### src/rtl/pll_reset_manager_pkg.sv
// Shared definitions for the PLL lock-qualified reset manager.
// State encoding, loss counter width and a saturating increment helper.
package pll_reset_manager_pkg;

    typedef enum logic [1:0] {
        WAIT_LOCK = 2'd0,
        STABLE    = 2'd1,
        HOLD      = 2'd2,
        RUN       = 2'd3
    } prm_state_t;

    localparam int LOCK_LOSS_W = 8;

    function automatic logic [LOCK_LOSS_W-1:0] sat_inc(
        input logic [LOCK_LOSS_W-1:0] v
    );
        return (v == '1) ? v : v + LOCK_LOSS_W'(1);
    endfunction

endpackage

### src/rtl/pll_reset_manager_clk_en_div.sv
// Clock-enable divider: one-cycle strobe every div cycles while run is high.
// A divisor of 0 behaves as 1; the counter parks at 0 outside run.
module clk_en_div #(
    parameter int DIV_W = 16
) (
    input  logic             clock,
    input  logic             reset_n,
    input  logic             run,
    input  logic [DIV_W-1:0] div,
    output logic             en
);

    logic [DIV_W-1:0] ctr;
    logic [DIV_W-1:0] last;

    assign last = (div == '0) ? '0 : div - DIV_W'(1);
    assign en   = run && (ctr == last);

    // Free-running phase counter, realigned to 0 whenever run drops
    always_ff @(posedge clock or negedge reset_n) begin
        if (!reset_n) begin
            ctr <= '0;
        end else if (!run || en) begin
            ctr <= '0;
        end else begin
            ctr <= ctr + DIV_W'(1);
        end
    end

endmodule

### src/rtl/pll_reset_manager.sv
// Lock-qualified reset and clock-enable generator behind a board PLL.
// Synchronizes locked, qualifies it, stretches reset, counts lock losses.
module pll_reset_manager
    import pll_reset_manager_pkg::*;
#(
    parameter int                      LOCK_CYCLES = 1024,
    parameter int                      HOLD_CYCLES = 16,
    parameter int                      NUM_EN      = 2,
    parameter int                      DIV_W       = 16,
    parameter logic [NUM_EN*DIV_W-1:0] DIVS        = {16'd2, 16'd20}
) (
    input  logic                   clock,
    input  logic                   reset_n,
    input  logic                   locked,
    output logic                   rst_out_n,
    output logic                   ready,
    output logic [NUM_EN-1:0]      en,
    output logic [LOCK_LOSS_W-1:0] lock_loss_cnt
);

    localparam int CNT_MAX =
        (LOCK_CYCLES > HOLD_CYCLES) ? LOCK_CYCLES : HOLD_CYCLES;
    localparam int CNT_W = (CNT_MAX > 1) ? $clog2(CNT_MAX) : 1;

    logic       sync1;
    logic       lk;
    prm_state_t state;
    prm_state_t state_nxt;
    logic [CNT_W-1:0] cnt;
    logic [CNT_W-1:0] cnt_nxt;
    logic       loss;
    logic       run_nxt;

    // Two-flop synchronizer for the asynchronous PLL lock flag
    always_ff @(posedge clock or negedge reset_n) begin
        if (!reset_n) begin
            sync1 <= 1'b0;
            lk    <= 1'b0;
        end else begin
            sync1 <= locked;
            lk    <= sync1;
        end
    end

    // State, qualification counter and registered outputs
    always_ff @(posedge clock or negedge reset_n) begin
        if (!reset_n) begin
            state         <= WAIT_LOCK;
            cnt           <= '0;
            rst_out_n     <= 1'b0;
            ready         <= 1'b0;
            lock_loss_cnt <= '0;
        end else begin
            state     <= state_nxt;
            cnt       <= cnt_nxt;
            rst_out_n <= run_nxt;
            ready     <= run_nxt;
            if (loss) begin
                lock_loss_cnt <= sat_inc(lock_loss_cnt);
            end
        end
    end

    // Next-state: qualify lock, hold reset, drop back on any loss
    always_comb begin
        state_nxt = state;
        cnt_nxt   = cnt;
        loss      = 1'b0;
        unique case (state)
            WAIT_LOCK: begin
                if (lk) begin
                    state_nxt = STABLE;
                    cnt_nxt   = '0;
                end
            end
            STABLE: begin
                if (!lk) begin
                    state_nxt = WAIT_LOCK;
                end else if (cnt == CNT_W'(LOCK_CYCLES - 1)) begin
                    state_nxt = HOLD;
                    cnt_nxt   = '0;
                end else begin
                    cnt_nxt = cnt + CNT_W'(1);
                end
            end
            HOLD: begin
                if (!lk) begin
                    state_nxt = WAIT_LOCK;
                    loss      = 1'b1;
                end else if (cnt == CNT_W'(HOLD_CYCLES - 1)) begin
                    state_nxt = RUN;
                end else begin
                    cnt_nxt = cnt + CNT_W'(1);
                end
            end
            RUN: begin
                if (!lk) begin
                    state_nxt = WAIT_LOCK;
                    loss      = 1'b1;
                end
            end
            default: begin
                state_nxt = WAIT_LOCK;
            end
        endcase
    end

    // Output decode: reset release and ready follow the next state
    always_comb begin
        run_nxt = (state_nxt == RUN);
    end

    // One divider per enable channel, all phase-aligned to RUN entry
    for (genvar i = 0; i < NUM_EN; i++) begin : g_en
        clk_en_div #(
            .DIV_W (DIV_W)
        ) u_div (
            .clock   (clock),
            .reset_n (reset_n),
            .run     (ready),
            .div     (DIVS[i*DIV_W +: DIV_W]),
            .en      (en[i])
        );
    end

endmodule

### config.mk
export PLATFORM = sky130hd
export DESIGN_NAME = pll_reset_manager
export DESIGN_NICKNAME = d
export VERILOG_FILES = /design/src/rtl/pll_reset_manager_pkg.sv /design/src/rtl/pll_reset_manager_clk_en_div.sv /design/src/rtl/pll_reset_manager.sv
export SDC_FILE = /design/constraint.sdc
export NUM_CORES = 1
export LEC_CHECK = 0
export CAP_MARGIN = 20
export CORE_UTILIZATION = 33
export DETAILED_ROUTE_END_ITERATION = 8
export SYNTH_ARGS = -nofsm -noshare
export SYNTH_HDL_FRONTEND = slang
export SYNTH_SLANG_ARGS = --single-unit
### constraint.sdc
create_clock -name clock -period 2.75 [get_ports clock]
set_clock_uncertainty 0.2 [all_clocks]
set_input_delay 0.55 -clock clock [delete_from_list [all_inputs] [get_ports clock]]
set_output_delay 0.55 -clock clock [all_outputs]
set_load 0.02 [all_outputs]
-- Word-level counts from Yosys, hierarchy flattened
Cells that the tools add are included.
- register bits: 55
- bits in latches: 0
- output and inout port bits: 12
- word-level logic and storage cells: 53
- ROM bits: 0
- memory bits (writable): 0
- input port bits: 3
- memories: 0
- equality and inequality tests: 13
- bitwise operators: 1
- multiply operators: 0
- $add $sub $neg: 4
- shift operators: 0
- reductions and logical operators: 10
- multiplexer cells: 17
- div/mod/pow operators: 0
- magnitude comparators: 0
- operators with widths (kind ; number):
    2-to-1 mux 10 bit ; 5
    adder 16 x 1 -> 16 bit, second input constant ; 2
    2-to-1 mux 16 bit ; 2
    one-hot mux 10 bit (3 select lines) ; 1
    equality test 16 x 1 -> 1 bit, second input constant ; 1
    equality test 16 x 5 -> 1 bit, second input constant ; 1
    2-to-1 mux 2 bit ; 6
    adder 10 x 1 -> 10 bit, second input constant ; 1
    equality test 10 bit, second input constant ; 1
    equality test 10 x 4 -> 1 bit, second input constant ; 1
    adder 8 x 1 -> 8 bit, second input constant ; 1
    equality test 8 bit, second input constant ; 1
    inequality test 2 bit, second input constant ; 4
    one-hot mux 2 bit (4 select lines) ; 1
    equality test 2 bit, second input constant ; 3
    AND reduction 5 bit ; 1
    nonzero test 3 bit ; 1
    equality test 2 x 1 -> 1 bit, second input constant ; 1
    logical AND 1 bit ; 2
    logical NOT 2 bit ; 1
    logical OR 1 bit ; 2
    2-to-1 mux 1 bit ; 2
    AND reduction 2 bit ; 1
    OR reduction 2 bit ; 1
    other kinds (2) ; 2

-- Longest topological paths before layout
Gate-level depths: netlist of run 1.
- word-level depth: 5
- mapped depth: 7
- mapped depth without buffers: 7

-- Hierarchy
Synthesis of run 1 repeated with hierarchy kept, for this count alone.
- cell total of the unflattened synthesis: 510
- area, all modules: 4693.3 µm²
- modules (own cells, without submodules) (module ; seq. area each (µm²) ; area an instance (µm²) ; instances ; cells an instance):
    clk_en_div ; 400.4 ; 1710.4 ; 2 ; 193
    pll_reset_manager ; 575.6 ; 1272.5 ; 1 ; 124

-- Worst setup path after synthesis of run 1
Ideal clock, no wire load.
- path kind: reg-to-reg
- start: reg state[0]
- end: reg cnt[3]
- data arrival time: 1.577 ns
- library setup time: 0.121 ns
- setup slack: 0.852 ns
- required time: 2.429 ns
- cell stages (with the launch flop): 7
- clock period less this slack: 1.898 ns
- buffers on the path: 0
- path through: dfrtp_1 > inv_1 > ha_1 > o21ai_0 > a21o_1 > o21ai_0 > a22o_1
- word-level cells in the longest chain between the ends: 3
- elaborated cells between the ends (all ways): 10
- those cells by class: 6 x eq/ne; 1 x mux; 3 x reduce/logical
- ends and longest elaborated chain (what ; line ; text):
    from (decl) ; pll_reset_manager.sv:27 ; prm_state_t state;
    from (signal assigned) ; pll_reset_manager.sv:54 ; state <= state_nxt;
    equality test 2 bit (tied with other cells) ; pll_reset_manager.sv:69 ; unique case (state)
    inequality test 2 bit (no source line) / nonzero test 3 bit (equally long branches) ; - ;
    AND reduction 5 bit (no source line) ; - ;
    to (signal assigned) ; pll_reset_manager.sv:55 ; cnt <= cnt_nxt;
    to (decl) ; pll_reset_manager.sv:29 ; logic [CNT_W-1:0] cnt;
Parallel ways exist; a longest one is shown, timed or not.
A chain may end at the register's enable or synchronous reset.

-- Final worst setup path of run 1
- start: reg g_en[0].u_div.ctr[0]
- end: out en[0]
- word-level cells in the longest chain between the ends: 2
- ends and longest elaborated chain (what ; line ; text):
    from (decl) ; pll_reset_manager_clk_en_div.sv:13 ; logic [DIV_W-1:0] ctr;
    from (signal assigned) ; pll_reset_manager_clk_en_div.sv:26 ; ctr <= ctr + DIV_W'(1);
    equality test 16 x 5 -> 1 bit ; pll_reset_manager_clk_en_div.sv:17 ; assign en = run && (ctr == last);
    logical AND 1 bit ; pll_reset_manager_clk_en_div.sv:17 ;
    to (decl) ; pll_reset_manager.sv:17 ; output logic [NUM_EN-1:0] en,
Every way passes these cells.

==> parameters.txt, run 1 <==
Parameter                              Value

Hold path
  Worst-case hold path end point    lk$_DFF_PN0_
  Worst hold path class    register to register
  Hold Startpoint    sync1$_DFF_PN0_
  Worst hold stages    0

Route
  Vias post-DR    roughly 2,100
  Via count normalized by instance count    5.03
  Post-detailed-route count of antenna-violating nets    0
  Violation count after the first detailed-route iteration    48
  Avg WL per Cell    approximately 13 um
  Number of DRC violations after detailed routing    0
  Total length of routed wires    5.13 mm
  Number of optimization iterations in the first detailed-route pass    4

Timing
  Count of final hold-check violations    0
  Max-slew headroom at the worst pin    0.584
  Period Utilization, post-route    0.901
  Least-Margin Pin Slew    between 0.6 and 0.7 ns
  Final slew viol count    0
  Crit path setup slack, layout    approximately 0.27 ns
  Aggregate negative setup slack    0 ns
  Fmax    just over 0.4 GHz
  Worst hold slack across all endpoints    approximately 0.17 ns
  Final number of setup-violating endpoints    0
  Final critical path time including I/O delays and setup    2.48 ns
  Unrepaired setup endpoints after global routing    false

Clock network
  Master cell of the clock root buffer    sky130_fd_sc_hd__clkbuf_8
  Clock buffer count from CTS    5
  Skew-Pair Late Insertion Delay    just over 0.3 ns
  CTS tree    built
  Clock-pin slew reported for the worst setup and hold paths after clock tree synthesis    approximately 0.11 ns
  Count of H-tree levels built during CTS    2
  Clock Path Buffers    2
  Clock sink count    55

Power and ir drop
  Int Power    approximately 0.0011 W
  Combinational share of power    0.122
  Switch Pwr    0.000419 W
  Fraction of power consumed by sequential logic    0.564
  Largest vdd supply drop    0.201 mV
  Cell area power density    between 400 and 500 nW/um2
  Leakage power    approximately 1.3 nW
  Portion of total power attributed to the clock network    0.314
  Proportion of total power due to net switching    0.279

Placed design
  Port Buffer Count    14
  Weighted congestion reported at the end of routability-driven placement    around 0.76
  Cell Area, Placed    approximately 3000 um2
  DP Worst Slack    about 0.33 ns
  Half-perimeter wire length after detailed placement    around 3.6 mm

Synthesis
  Main flop type after synthesis    sky130_fd_sc_hd__dfrtp_1
  Yosys Warn Count    0
  Synth Register Bits    55
  Number of synthesized flops with an enable pin    0
  Syn Nets    a little under 300
  Cell Area, Synth    roughly 2800 um2
  Syn avg cell area    9.75 um2
  Instance count of the mapped netlist    around 280
  Number of different library cells in the post-synthesis netlist    between 40 and 50
  Sequential element share of the synthesized area    0.497
  Async S/R FF share, synth    1.00

Setup path
  Crit Path Class    register to output pin
  Delay of the slowest cell on the worst path    0.38 ns
  WP data required    about 2.0 ns
  Flop2flop setup slack    slightly above 0.5 ns
  Cell depth of the worst flop-to-flop path    6
  Cell breakdown of the critical path    ha_1 -> nand2_1 -> nor3_1 -> nand4_1 -> nor2_1 -> dlygate4sd2_1
  Largest fanout on the critical path    4
  Crit start category    register
  CP endpoint kind    output pin
  Library cell contributing the largest single delay on the critical path    sky130_fd_sc_hd__dfrtp_1
  R2r startpoint    state[0]$_DFF_PN0_
  End of the worst register-to-register path    cnt[4]$_DFFE_PN0P_
  CP Data Arrival Time    1.73 ns

Finish
  Highest-count cells in the layout ignoring fill and taps    sky130_fd_sc_hd__dfrtp_1 (54), sky130_fd_sc_hd__nor2_1 (42), sky130_fd_sc_hd__nand2_1 (30)
  Finished Core Util    0.382
  Most frequent standard cell in the layout excluding fill and tap cells    sky130_fd_sc_hd__dfrtp_1
  Net count reported at finish    around 320
  Design area    approximately 3100 um2
  Area growth from synthesis to layout    12.9%
  Antenna Diode Count    0
  Fraction of layout instances using a drive strength above 1    0.0625

GRT
  Vias in the first global route    around 2,100
  Antenna violations before repair    0
  GRT overflow    0
  First-pass GRT wire length    between 9 and 10 mm
  Maximum number of pins on one net before global-route repair    24
  All-Layer GR Usage    0.134

Die
  Horizontal die dimension    93.6 um
  Die area    between 8000 and 9000 um2
  Top Ports    15
  Site Rows    33
  Die Y    93.6 um
  Initial Util    0.339
  Placeable core region    8180 um2

Flow run
  Number of max-cap violations    0

Status
  Run status    finished clean
[flip-flops by register name (all words and copies together) (netlist names)]
signal and flops:
sync1 1, ready 1, lk 1, state 2, cnt 10, lock_loss_cnt 8
g_en.u_div.ctr 32
[cell usage after synthesis (3+ instances only)]
cell	number	area share
sky130_fd_sc_hd__a21oi_1	6	0.011
sky130_fd_sc_hd__a22o_1	5	0.016
sky130_fd_sc_hd__and2_1	4	0.0090
sky130_fd_sc_hd__and3_1	4	0.0090
sky130_fd_sc_hd__buf_4	3	0.0081
sky130_fd_sc_hd__dfrtp_1	55	0.50
sky130_fd_sc_hd__ha_1	9	0.041
sky130_fd_sc_hd__inv_1	9	0.012
sky130_fd_sc_hd__nand2_1	30	0.041
sky130_fd_sc_hd__nand3_1	15	0.027
sky130_fd_sc_hd__nand4_1	9	0.020
sky130_fd_sc_hd__nor2_1	42	0.057
sky130_fd_sc_hd__nor3_1	9	0.016
sky130_fd_sc_hd__nor4_1	8	0.018
sky130_fd_sc_hd__o21ai_0	10	0.018
sky130_fd_sc_hd__or3_1	3	0.0068
sky130_fd_sc_hd__xnor2_1	18	0.057
sky130_fd_sc_hd__xor2_1	14	0.044
[cells by family (layout without fill, tap and decap cells)]
family                   Yosys count  in the layout  synth area share
AND/OR/NAND/NOR                  140            140             0.256
AO/OA/AOI/OAI                     34             34            0.0827
adder cells (fa/ha/maj)            9              9            0.0407
flip-flops                        55             55             0.497
buffers and inverters             14             34            0.0230
XOR/XNOR                          32             32             0.101
[repair_timing]
item | 4_1_cts | 5_1_grt
buffers inserted | 0 | 0
endpoints found under the hold margin | 16 | 0
gates resized for setup | 3 | 0
endpoints found under the setup margin | 2 | 0
hold buffers | 1 | 0
[metrics by stage]
step,cells,power (W)
detailed placement,400,0.00105
global route,409,0.00159
finish,409,0.00150
global placement,400,0.00105
floorplan,284,0.000990
CTS,409,0.00152
[routing by layer]
metal  vias to the layer above  track usage  routed length, um
met3                         4       0.0260                142
met4                         0       0.0436                 44
met5                         -            0                  0
li1                       1027            -                  -
met2                        36        0.214               2380
met1                       992        0.183               2560
[power by group through the flow]
stage | registers, W | logic (W) | clock network, W
2_1_floorplan | 0.000858 | 0.000132 | 0
3_3_place_gp | 0.000862 | 0.000183 | 0
3_5_place_dp | 0.000862 | 0.000183 | 0
4_1_cts | 0.000847 | 0.000186 | 0.000490
5_1_grt | 0.000852 | 0.000208 | 0.000525
6_report | 0.000847 | 0.000183 | 0.000471
[critical path, delay by kind of cell, from the launching register on]
| family | cells | cell delay [ns] |
|---|---|---|
| and+or+nand+nor | 4 | 0.48 |
| DFF | 1 | 0.38 |
| buffers and inverters | 1 | 0.34 |
| adders and majority gates | 1 | 0.22 |
[final cells by class]
| type | count | area, um2 |
|---|---|---|
| Clock buffer | 5 | 68.8 |
| Clock inverter | 3 | 27.5 |
| Fill cell | 830 | 5050 |
| Inverter | 9 | 33.8 |
| Multi-Input combinational cell | 215 | 1330 |
| Sequential cell | 55 | 1380 |
| Tap cell | 105 | 131 |
| Timing Repair Buffer | 17 | 158 |
[worst max path at each step]
| stage | endpoint | start | slack (ns) |
|---|---|---|---|
| floorplan | cnt[3]$_DFFE_PN0P_ | state[0]$_DFF_PN0_ | 0.85 |
| global placement | en[0] | g_en[0].u_div.ctr[0]$_DFF_PN0_ | 0.35 |
| detailed placement | en[0] | g_en[0].u_div.ctr[0]$_DFF_PN0_ | 0.33 |
| CTS | en[0] | g_en[0].u_div.ctr[0]$_DFF_PN0_ | 0.25 |
| global route | en[0] | g_en[0].u_div.ctr[0]$_DFF_PN0_ | 0.11 |
| finish | en[0] | g_en[0].u_div.ctr[0]$_DFF_PN0_ | 0.27 |
No activity file was read; power rests on OpenSTA's default activity.
==> run 2: changes to the inputs <==
--- a/config.mk
+++ b/config.mk
@@ -8,6 +8,7 @@
 export CAP_MARGIN = 20
 export CORE_UTILIZATION = 33
 export DETAILED_ROUTE_END_ITERATION = 8
+export REMOVE_ABC_BUFFERS = 1
 export SYNTH_ARGS = -nofsm -noshare
 export SYNTH_HDL_FRONTEND = slang
 export SYNTH_SLANG_ARGS = --single-unit
==> constraint.sdc (replaced) <==
create_clock -name clock -period 2.33 [get_ports clock]
set_clock_uncertainty 0.2 [all_clocks]
set_input_delay 0.466 -clock clock [delete_from_list [all_inputs] [get_ports clock]]
set_output_delay 0.466 -clock clock [all_outputs]
set_load 0.02 [all_outputs]
==> run 2 against run 1 <==
Die area stayed put. Routed wire length is 4.6% higher. Largest cell class unchanged. Cell count is 5.1% higher. Worst setup slack worse by 0.11 ns. Largest power group unchanged. Total power is 18% higher. Highest routed layer unchanged. Register-to-register slack worse by 0.30 ns. Clock-buffer cell count stayed put. Global-route usage is 0.068 points higher. Combinational power is 31% higher. Critical path depth stayed put. Worst hold slack better by 0.0033 ns.
==> parameters.txt, run 2 (synthesized netlist as in run 1, its figures left out) <==
Parameter                              Value

GRT
  GRT overflow    0 (unchanged)
  First-pass GRT wire length    9.41 mm (-0.37%)
  Vias in the first global route    2,091 (-2.0%)
  All-Layer GR Usage    0.135 (+0.000683)
  Antenna violations before repair    0 (unchanged)
  Maximum number of pins on one net before global-route repair    56 (+130%)

Power and ir drop
  Leakage power    1.42 nW (+9.5%)
  Cell area power density    540 nW/um2 (+12%)
  Largest vdd supply drop    0.243 mV (+21%)

Timing
  Count of final hold-check violations    0 (unchanged)
  Final number of setup-violating endpoints    0 (unchanged)
  Least-Margin Pin Slew    0.561 ns (-0.0553 ns)
  Final critical path time including I/O delays and setup    ~2.2 ns
  Fmax    roughly 0.46 GHz
  Worst hold slack across all endpoints    0.171 ns (+0.00327 ns)
  Final slew viol count    0 (unchanged)
  Max-slew headroom at the worst pin    0.625 (+0.0403)
  Period Utilization, post-route    0.932
  Aggregate negative setup slack    0 ns (unchanged)

Die
  Placeable core region    8180 um2 (unchanged)
  Die area    8760 um2 (unchanged)
  Top Ports    15 (unchanged)
  Site Rows    33 (unchanged)
  Die Y    93.6 um (unchanged)
  Initial Util    0.339 (unchanged)
  Horizontal die dimension    93.6 um (unchanged)

Setup path
  WP data required    1.66 ns (-0.34 ns)
  CP Data Arrival Time    1.51 ns (-0.22 ns)
  CP endpoint kind    output pin
  Largest fanout on the critical path    3 (-1)
  Source of the critical timing path    g_en[0].u_div.ctr[0]$_DFF_PN0_
  Crit start category    register
  Crit Path Class    register to output pin
  R2r startpoint    state[0]$_DFF_PN0_

Route
  Avg WL per Cell    12.5 um (-0.47%)
  Violation count after the first detailed-route iteration    43 (-10%)
  Post-detailed-route count of antenna-violating nets    0 (unchanged)
  Via count normalized by instance count    5.00 (-0.73%)
  Number of optimization iterations in the first detailed-route pass    4 (unchanged)
  Vias post-DR    2,149 (+4.4%)
  Number of DRC violations after detailed routing    0 (unchanged)
  Total length of routed wires    5.36 mm (+4.6%)

Finish
  Top reg by flops    g_en.u_div.ctr
  Highest-count cells in the layout ignoring fill and taps    sky130_fd_sc_hd__dfrtp_1 (55), sky130_fd_sc_hd__nor2_1 (42), sky130_fd_sc_hd__nand2_1 (30)
  Antenna Diode Count    0 (unchanged)
  Fill cell count    833 (+0.36%)
  Finished Core Util    0.404 (+0.0211)
  Flip-flop count of the largest register, all copies and words added    32 (unchanged)
  Area occupied by multi-input gates    1350 um2 (+1.3%)
  Fraction of layout instances using a drive strength above 1    0.135 (+0.0729)
  Total area of sequential cells    1380 um2 (about the same)
  Registers with the highest flip-flop counts    g_en.u_div.ctr x32, cnt x10, lock_loss_cnt x8
  Area growth from synthesis to layout    19.1%
  Final instance count without filler cells    430 (+5.1%)
  Net count reported at finish    336 (+6.7%)
  Most frequent standard cell in the layout excluding fill and tap cells    sky130_fd_sc_hd__dfrtp_1

Flow run
  Number of max-cap violations    0 (unchanged)

Placed design
  Port Buffer Count    14 (unchanged)
  Half-perimeter wire length after detailed placement    3.71 mm (+1.9%)
  Number of cells after detailed placement    419 (+4.8%)
  Weighted congestion reported at the end of routability-driven placement    0.802 (+5.9%)

Clock network
  Master cell of the clock root buffer    sky130_fd_sc_hd__clkbuf_8
  Clock buffer count from CTS    5 (unchanged)
  Clock Path Buffers    2 (unchanged)
  Count of H-tree levels built during CTS    2 (unchanged)
  Skew-Pair Late Insertion Delay    0.32 ns (about the same)
  Clock-pin slew reported for the worst setup and hold paths after clock tree synthesis    0.10 ns (about the same)
  Clock sink count    55 (unchanged)
  CTS tree    built

Status
  Run status    finished clean

Hold path
  Worst hold path class    register to register
  Hold Startpoint    sync1$_DFF_PN0_
-- run 2: cell count changes in the layout (fill, tap and decap cells not counted), moves of 2 or more --
cell,delta
sky130_fd_sc_hd__buf_4,+21
sky130_fd_sc_hd__clkinv_2,+2
sky130_fd_sc_hd__nor4_1,-2
sky130_fd_sc_hd__nor4_2,+2
sky130_fd_sc_hd__dlygate4sd2_1,-2
-- run 2: power breakdown --
part | switching (W) | leakage [nW] | internal, W | total, W
clock network | 0.000330 | 0.0483 | 0.000213 | 0.000542
registers | 0.0000211 | 0.762 | 0.000977 | 0.000998
logic | 0.000144 | 0.605 | 0.0000960 | 0.000240
total | 0.000495 | 1.42 | 0.00129 | 0.00178
-- run 2: worst max-delay path, stage by stage (launching register included) --
cell and delay (ns):
sky130_fd_sc_hd__dfrtp_1 0.38, sky130_fd_sc_hd__ha_1 0.18, sky130_fd_sc_hd__nand2_1 0.08, sky130_fd_sc_hd__nor3_2 0.11, sky130_fd_sc_hd__nand4_1 0.15, sky130_fd_sc_hd__nor2_1 0.13, sky130_fd_sc_hd__buf_4 0.14
-- run 2: area by class of cell --
class                      count  area share
clock buffer                   5      0.0209
clock inverter                 3     0.00569
inverter                       9      0.0102
multi-input combinational    215       0.408
sequential                    55       0.417
tap                          105      0.0398
timing repair buffer          38      0.0978
-- run 2: path summary, 6_finish.rpt --
check | end | slack [ns] | cells after the start
max | en[0] | 0.16 | 6
max in group asynchronous | cnt[5]$_DFFE_PN0P_ | 1.21 | 3
min in group asynchronous | g_en[0].u_div.ctr[3]$_DFF_PN0_ | 0.48 | 3
min reg2reg | lk$_DFF_PN0_ | 0.17 | 0
max reg2reg | cnt[5]$_DFFE_PN0P_ | 0.21 | 7
min | lk$_DFF_PN0_ | 0.17 | 0
-- run 2: metal layers --
metal / global-route usage / vias to the layer above / share of wire / routed length, um
li1: - / 1070 / - / -
met1: 0.176 / 1057 / 0.49 / 2640
met2: 0.221 / 16 / 0.47 / 2520
met3: 0.0285 / 6 / 0.025 / 133
met4: 0.0462 / 0 / 0.013 / 68
met5: 0 / - / 0 / 0
-- run 2: per-stage QoR --
stage               power, W  setup WS [ns]  cell area (um2)
finish               0.00178          0.158             3300
global route         0.00188       -0.00736             3300
CTS                  0.00181         0.0217             3300
detailed placement   0.00125         0.0109             3180
global placement     0.00125        -0.0499             3180
floorplan            0.00117          0.432             2740
-- run 2: timing repair --
action,4_1_cts,5_1_grt
hold buffers,1,0
setup endpoints to repair,2,2
setup buffers,1,1
pin swaps,0,1
hold endpoints to repair,55,0
gates resized for setup,8,4
